`config.mk`:
```
export PLATFORM = sky130hd
export DESIGN_NAME = led_flow_ctrl
export DESIGN_NICKNAME = d
export VERILOG_FILES = /design/src/rtl/led_pkg.sv /design/src/rtl/led_step_timer.sv /design/src/rtl/led_flow_ctrl.sv
export SDC_FILE = /design/constraint.sdc
export NUM_CORES = 1
export LEC_CHECK = 0
export ABC_AREA = 1
export BUFFER_PORTS_ARGS = -buffer_cell sky130_fd_sc_hd__buf_4
export CAP_MARGIN = 15
export CORE_ASPECT_RATIO = 0.5
export CORE_MARGIN = 2
export CORE_UTILIZATION = 40
export CTS_CLUSTER_DIAMETER = 50
export CTS_CLUSTER_SIZE = 10
export DETAILED_ROUTE_END_ITERATION = 8
export HOLD_SLACK_MARGIN = 0.02
export PLACE_DENSITY = 0.65
export SLEW_MARGIN = 0
export SYNTH_ARGS = -nofsm -noshare
export SYNTH_HDL_FRONTEND = slang
export SYNTH_SLANG_ARGS = --single-unit
```
`constraint.sdc`:
```
create_clock -name clk -period 3.3 [get_ports clk]
set_input_delay 0.66 -clock clk [delete_from_list [all_inputs] [get_ports clk]]
set_output_delay 0.66 -clock clk [all_outputs]
set_load 0.01 [all_outputs]
```
`src/rtl/led_pkg.sv`:
```
// Shared types and constants for the 4-LED flow sequencer.
// Latency: n/a (declarations only).
// Backpressure: n/a.
package led_pkg;

    localparam int SPEED_W = 2;
    localparam int LED_N   = 4;

    typedef enum logic [1:0] {
        MODE_FLOW_L   = 2'd0,
        MODE_FLOW_R   = 2'd1,
        MODE_PINGPONG = 2'd2,
        MODE_BLINK    = 2'd3
    } mode_e;

    localparam logic [LED_N-1:0] SEED_FLOW  = 4'b0001;
    localparam logic [LED_N-1:0] SEED_BLINK = 4'b1111;
    localparam logic [LED_N-1:0] PAT_TOP    = 4'b1000;
    localparam logic [LED_N-1:0] PAT_BOT    = 4'b0001;

    localparam logic DIR_LEFT  = 1'b0;
    localparam logic DIR_RIGHT = 1'b1;

    function automatic mode_e next_mode(input mode_e m);
        return mode_e'(m + 2'd1);
    endfunction

    function automatic logic [LED_N-1:0] seed_of(input mode_e m);
        return (m == MODE_BLINK) ? SEED_BLINK : SEED_FLOW;
    endfunction

    function automatic logic is_onehot(input logic [LED_N-1:0] p);
        return $onehot(p);
    endfunction

endpackage

```
`src/rtl/led_step_timer.sv`:
```
// Step tick generator: counts CNT_BASE >> speed clocks per step while run_en is high.
// Latency: step is combinational on the terminal count; the counter wraps on the same edge.
// Backpressure: run_en low holds the count; clr zeroes it and suppresses the tick.
module led_step_timer
    import led_pkg::*;
#(
    parameter int               CNT_W    = 26,
    parameter logic [CNT_W-1:0] CNT_BASE = 26'd50000000
) (
    input  logic               clk,
    input  logic               rstn,
    input  logic               run_en,
    input  logic               clr,
    input  logic [SPEED_W-1:0] speed,
    output logic               step
);

    localparam logic [CNT_W-1:0] CNT_ONE = {{(CNT_W-1){1'b0}}, 1'b1};

    logic [CNT_W-1:0] cnt_q;
    logic [CNT_W-1:0] cnt_d;
    logic [CNT_W-1:0] period;
    logic             wrap;

    assign period = CNT_BASE >> speed;
    assign wrap   = run_en && (cnt_q == period - CNT_ONE);
    // A key press restarts the period, so it also swallows a coincident tick.
    assign step   = wrap && !clr;

    always_comb begin
        cnt_d = cnt_q;
        if (clr || wrap) begin
            cnt_d = '0;
        end else if (run_en) begin
            cnt_d = cnt_q + CNT_ONE;
        end
    end

    always_ff @(posedge clk or negedge rstn) begin
        if (!rstn) begin
            cnt_q <= '0;
        end else begin
            cnt_q <= cnt_d;
        end
    end

endmodule

```
`src/rtl/led_flow_ctrl.sv`:
```
// 4-LED pattern sequencer: key pulses pick mode/speed, internal tick advances the pattern.
// Latency: led_o changes one cycle after step_o or a mode key; optional PWM gate under LED_PWM_EN.
// Backpressure: none; run_en low freezes counter and pattern while keys are still taken.
module led_flow_ctrl
    import led_pkg::*;
#(
    parameter int               CNT_W          = 26,
    parameter logic [CNT_W-1:0] CNT_BASE       = 26'd50000000,
    parameter bit               LED_ACTIVE_LOW = 1'b1
`ifdef LED_PWM_EN
    ,
    parameter int                  PWM_BITS = 4,
    parameter logic [PWM_BITS-1:0] PWM_DUTY = 4'd4
`endif
) (
    input  logic               clk,
    input  logic               rstn,
    input  logic               mode_key,
    input  logic               speed_key,
    input  logic               run_en,
    output logic [LED_N-1:0]   led_o,
    output logic [1:0]         mode_o,
    output logic [SPEED_W-1:0] speed_o,
    output logic               step_o
);

    mode_e              mode_q,    mode_d;
    logic [SPEED_W-1:0] speed_q,   speed_d;
    logic [LED_N-1:0]   pattern_q, pattern_d;
    logic               dir_q,     dir_d;
    logic               step;
    logic               clr;
    logic [LED_N-1:0]   disp;

    assign clr = mode_key || speed_key;

    led_step_timer #(
        .CNT_W    (CNT_W),
        .CNT_BASE (CNT_BASE)
    ) u_timer (
        .clk    (clk),
        .rstn   (rstn),
        .run_en (run_en),
        .clr    (clr),
        .speed  (speed_q),
        .step   (step)
    );

    always_ff @(posedge clk or negedge rstn) begin
        if (!rstn) begin
            mode_q <= MODE_FLOW_L;
        end else begin
            mode_q <= mode_d;
        end
    end

    always_comb begin
        mode_d = mode_q;
        if (mode_key) begin
            mode_d = next_mode(mode_q);
        end
    end

    always_comb begin
        speed_d = speed_q;
        if (speed_key) begin
            speed_d = speed_q + 2'd1;
        end
    end

    // Pattern datapath: a mode key reseeds and takes priority over any tick.
    always_comb begin
        pattern_d = pattern_q;
        dir_d     = dir_q;
        if (mode_key) begin
            pattern_d = seed_of(mode_d);
            dir_d     = DIR_LEFT;
        end else if (step) begin
            if (mode_q == MODE_BLINK) begin
                pattern_d = ~pattern_q;
            end else if (!is_onehot(pattern_q)) begin
                pattern_d = SEED_FLOW;
                dir_d     = DIR_LEFT;
            end else begin
                case (mode_q)
                    MODE_FLOW_L: pattern_d = {pattern_q[2:0], pattern_q[3]};
                    MODE_FLOW_R: pattern_d = {pattern_q[0], pattern_q[3:1]};
                    default: begin
                        if (pattern_q == PAT_TOP) begin
                            dir_d     = DIR_RIGHT;
                            pattern_d = pattern_q >> 1;
                        end else if (pattern_q == PAT_BOT) begin
                            dir_d     = DIR_LEFT;
                            pattern_d = pattern_q << 1;
                        end else if (dir_q == DIR_LEFT) begin
                            pattern_d = pattern_q << 1;
                        end else begin
                            pattern_d = pattern_q >> 1;
                        end
                    end
                endcase
            end
        end
    end

    always_ff @(posedge clk or negedge rstn) begin
        if (!rstn) begin
            speed_q   <= '0;
            pattern_q <= SEED_FLOW;
            dir_q     <= DIR_LEFT;
        end else begin
            speed_q   <= speed_d;
            pattern_q <= pattern_d;
            dir_q     <= dir_d;
        end
    end

`ifdef LED_PWM_EN
    logic [PWM_BITS-1:0] pwm_cnt_q;
    logic                pwm_lit;

    always_ff @(posedge clk or negedge rstn) begin
        if (!rstn) begin
            pwm_cnt_q <= '0;
        end else begin
            pwm_cnt_q <= pwm_cnt_q + 1'b1;
        end
    end

    assign pwm_lit = (pwm_cnt_q < PWM_DUTY);
    assign disp    = pattern_q & {LED_N{pwm_lit}};
`else
    assign disp = pattern_q;
`endif

    assign led_o   = LED_ACTIVE_LOW ? ~disp : disp;
    assign mode_o  = mode_q;
    assign speed_o = speed_q;
    assign step_o  = step;

endmodule
```
==> flow_metrics.py <==
metrics = {
    "outcome": {
        "status": "complete, no violations",
    },
    "route": {
        "vias_per_cell": 4.93,
        "drcViolationCount": 0,
        "drtIter0Drc": 158,
        "wl_per_cell_um": 13.0,
        "totalWireLength_mm": 6.94,
        "ant_nets": 0,
        "drt_first_pass_iters": 4,
        "vias": 2632,
    },
    "sta": {
        "fmax_mhz": 334,
        "tns_ns": 0,
        "timing.final.crit_share": 0.906,
        "slew_violations": 0,
        "finalHoldViolations": 0,
        "rsz0062_at_grt": "false",
        "worst_pin_slew_ns": 0.587,
        "min_period_ns": 2.99,
        "finalClockSkew_ns": 0.00460,
        "final-setup-viol-count": 0,
        "relSlewSlack": 0.607,
    },
    "synthesis": {
        "synth.area.top_cells": "dfrtp_1 (30%), nand2_1 (17%), nor2_1 (7.6%)",
        "ys_seq_elements": 35,
        "syn_area_um2": 2860,
        "synth_warnings": 0,
        "syn_nets": 450,
        "ys_seq_area_frac": 0.306,
        "synthCells": 428,
        "synth_top_cell_by_area": "dfrtp_1",
        "syn_avg_cell_area_um2": 6.69,
        "synth_top_area_frac": 0.297,
        "synth.distinct_cells": 32,
    },
    "cells_and_area": {
        "drive_gt1_frac": 0.104,
        "areaGrowthSynthToFinish_pct": 11.4,
        "finish.instance_area_um2": 3190,
        "layout_commonest_cell": "nand2_1",
        "finalNetCount": 463,
        "final_cell_mix": "nand2_1 (128), nor2_1 (57), inv_1 (52)",
        "antennaDiodeCount": 0,
    },
    "clock_network": {
        "clk_pin_slew_ns": 0.06,
        "clockBufferDepth": 2,
        "cts-root-buf": "clkbuf_16",
        "cts_sinks": 35,
        "numCtsBuffers": 5,
        "cts_tree": "done",
        "holdBufCountCts": 0,
        "worstSkewPairLatency_ns": 0.28,
        "cts.htree.levels": 2,
    },
    "setup_path": {
        "cp.required_ns": 2.64,
        "cp-end-kind": "output pin",
        "critPathMaxFanout": 7,
        "path_class": "reg -> out",
        "arrival_ns": 2.33,
        "cp-start-kind": "register",
    },
    "placement": {
        "io_buffers": 13,
        "hpwl_mm": 5.26,
        "place_area_um2": 3020,
        "place.gp.congestion": 0.939,
    },
    "global_route": {
        "gr-usage-met3": 0.0375,
        "grt_max_degree": 36,
        "antenna_found_initial": 0,
        "grt_overflow_total": 0,
        "grtUsageMet1": 0.276,
        "use_met2": 0.289,
        "grt_util_all_layers": 0.190,
        "grt_pass1_vias": 2430,
        "grt-busiest-layer": "met2",
        "grt_pass1_wl_mm": 11.8,
    },
    "floorplanning": {
        "start_util": 0.421,
        "die_h_um": 63.8,
        "io_pins": 14,
        "fp.dieW_um": 124,
        "die-area_um2": 7890,
        "core_region_area_um2": 6810,
        "rows": 21,
    },
    "pwr": {
        "p_leak_uw": 0.00149,
        "powerDensity_nw_per_um2": 660,
        "ir_drop_mv": 0.416,
    },
    "hold_path": {
        "hp-class": "in -> async",
    },
    "flow_run": {
        "cap_violations": 0,
    },
}
where the power goes:
part	switching, uW	internal [uW]	total, uW
logic	655	394	1050
registers	80.2	483	564
clock network	191	302	493
critical path: stages (launching register included):
cell and delay, ns:
dfrtp_2 0.46, inv_1 0.16, ha_1 0.21, inv_1 0.05, ha_1 0.28, nand2_1 0.09
o21ai_0 0.08, nor2_1 0.10, nand2_1 0.06, nor2_1 0.09, nand2_1 0.09, nor2_4 0.15
nand2_1 0.07, inv_1 0.07, buf_4 0.11
cell type report:
| class | count | area, um2 |
|---|---|---|
| Fill cell | 682 | 3620 |
| Clock buffer | 6 | 139 |
| Timing Repair Buffer | 13 | 97.6 |
| Clock inverter | 2 | 16.3 |
| Multi-Input combinational cell | 332 | 1740 |
| Inverter | 54 | 203 |
| Sequential cell | 35 | 880 |
| Tap cell | 92 | 115 |
registers in the layout, indices dropped and copies added (netlist names):
| name | flops |
|---|---|
| mode_o | 2 |
| u_timer.cnt_q | 26 |
| disp | 4 |
| speed_o | 2 |
| dir_q | 1 |
per-stage QoR:
step           setup WS, ns  utilization  std cells  hold slack, ns  total power [uW]
6_report              0.309        0.468        534           0.326              2100
5_1_grt              0.0429        0.468        534           0.367              2300
4_1_cts               0.139        0.467        534           0.346              2110
3_5_place_dp          0.454        0.444        526           0.522              1610
3_3_place_gp          0.505        0.444        526           0.524              1600
2_1_floorplan         0.789            -        428           0.364              1330
kinds of logic after synthesis:
kind of cell	Yosys count	share of synthesized area
AOI/OAI and AO/OA	27	0.0494
xor gates and xnor gates	24	0.0734
adders and majority gates	17	0.0769
buffers and inverters	61	0.0900
DFF	35	0.306
and+or+nand+nor	264	0.404
timing repair:
action	in CTS	in global routing
setup endpoints to repair	0	1
resized for setup	0	5
buffers inserted	0	0
cells in the mapped netlist:
master	instances
nand2_1	128
nor2_1	58
inv_1	52
nand3_1	35
dfrtp_1	34
xor2_1	17
ha_1	16
o21ai_0	14
nand4_1	12
nor3_1	10
a21oi_1	9
nor2_2	9
xnor2_1	7
buf_6	3
nand2_2	3
buf_2	2
inv_2	2
nand3b_1	2
o22ai_1	2
a31oi_1	1
buf_4	1
clkbuf_1	1
dfstp_2	1
fa_1	1
nand2_4	1
nand3_2	1
nand4_2	1
nor2_4	1
nor3_2	1
nor4_1	1
o21a_1	1
or2_2	1
path summary, 6_finish.rpt:
kind	from	to	slack [ns]	depth (start not counted)
max	speed_o[0]	step_o	0.31	14
min	rstn	u_timer.cnt_q[2]	0.33	1
max reg2reg	disp[0]	disp[1]	0.61	15
min reg2reg	disp[0]	disp[0]	0.52	2
max in group asynchronous	rstn	speed_o[0]	2.61	1
min in group clk	disp[0]	disp[0]	0.52	2
routing by layer:
metal	vias to the layer above	routed length (um)
met5	-	0
met4	0	56
met3	7	334
met2	54	2980
met1	1196	3570
li1	1375	-
No activity file was read; power rests on OpenSTA's default activity.
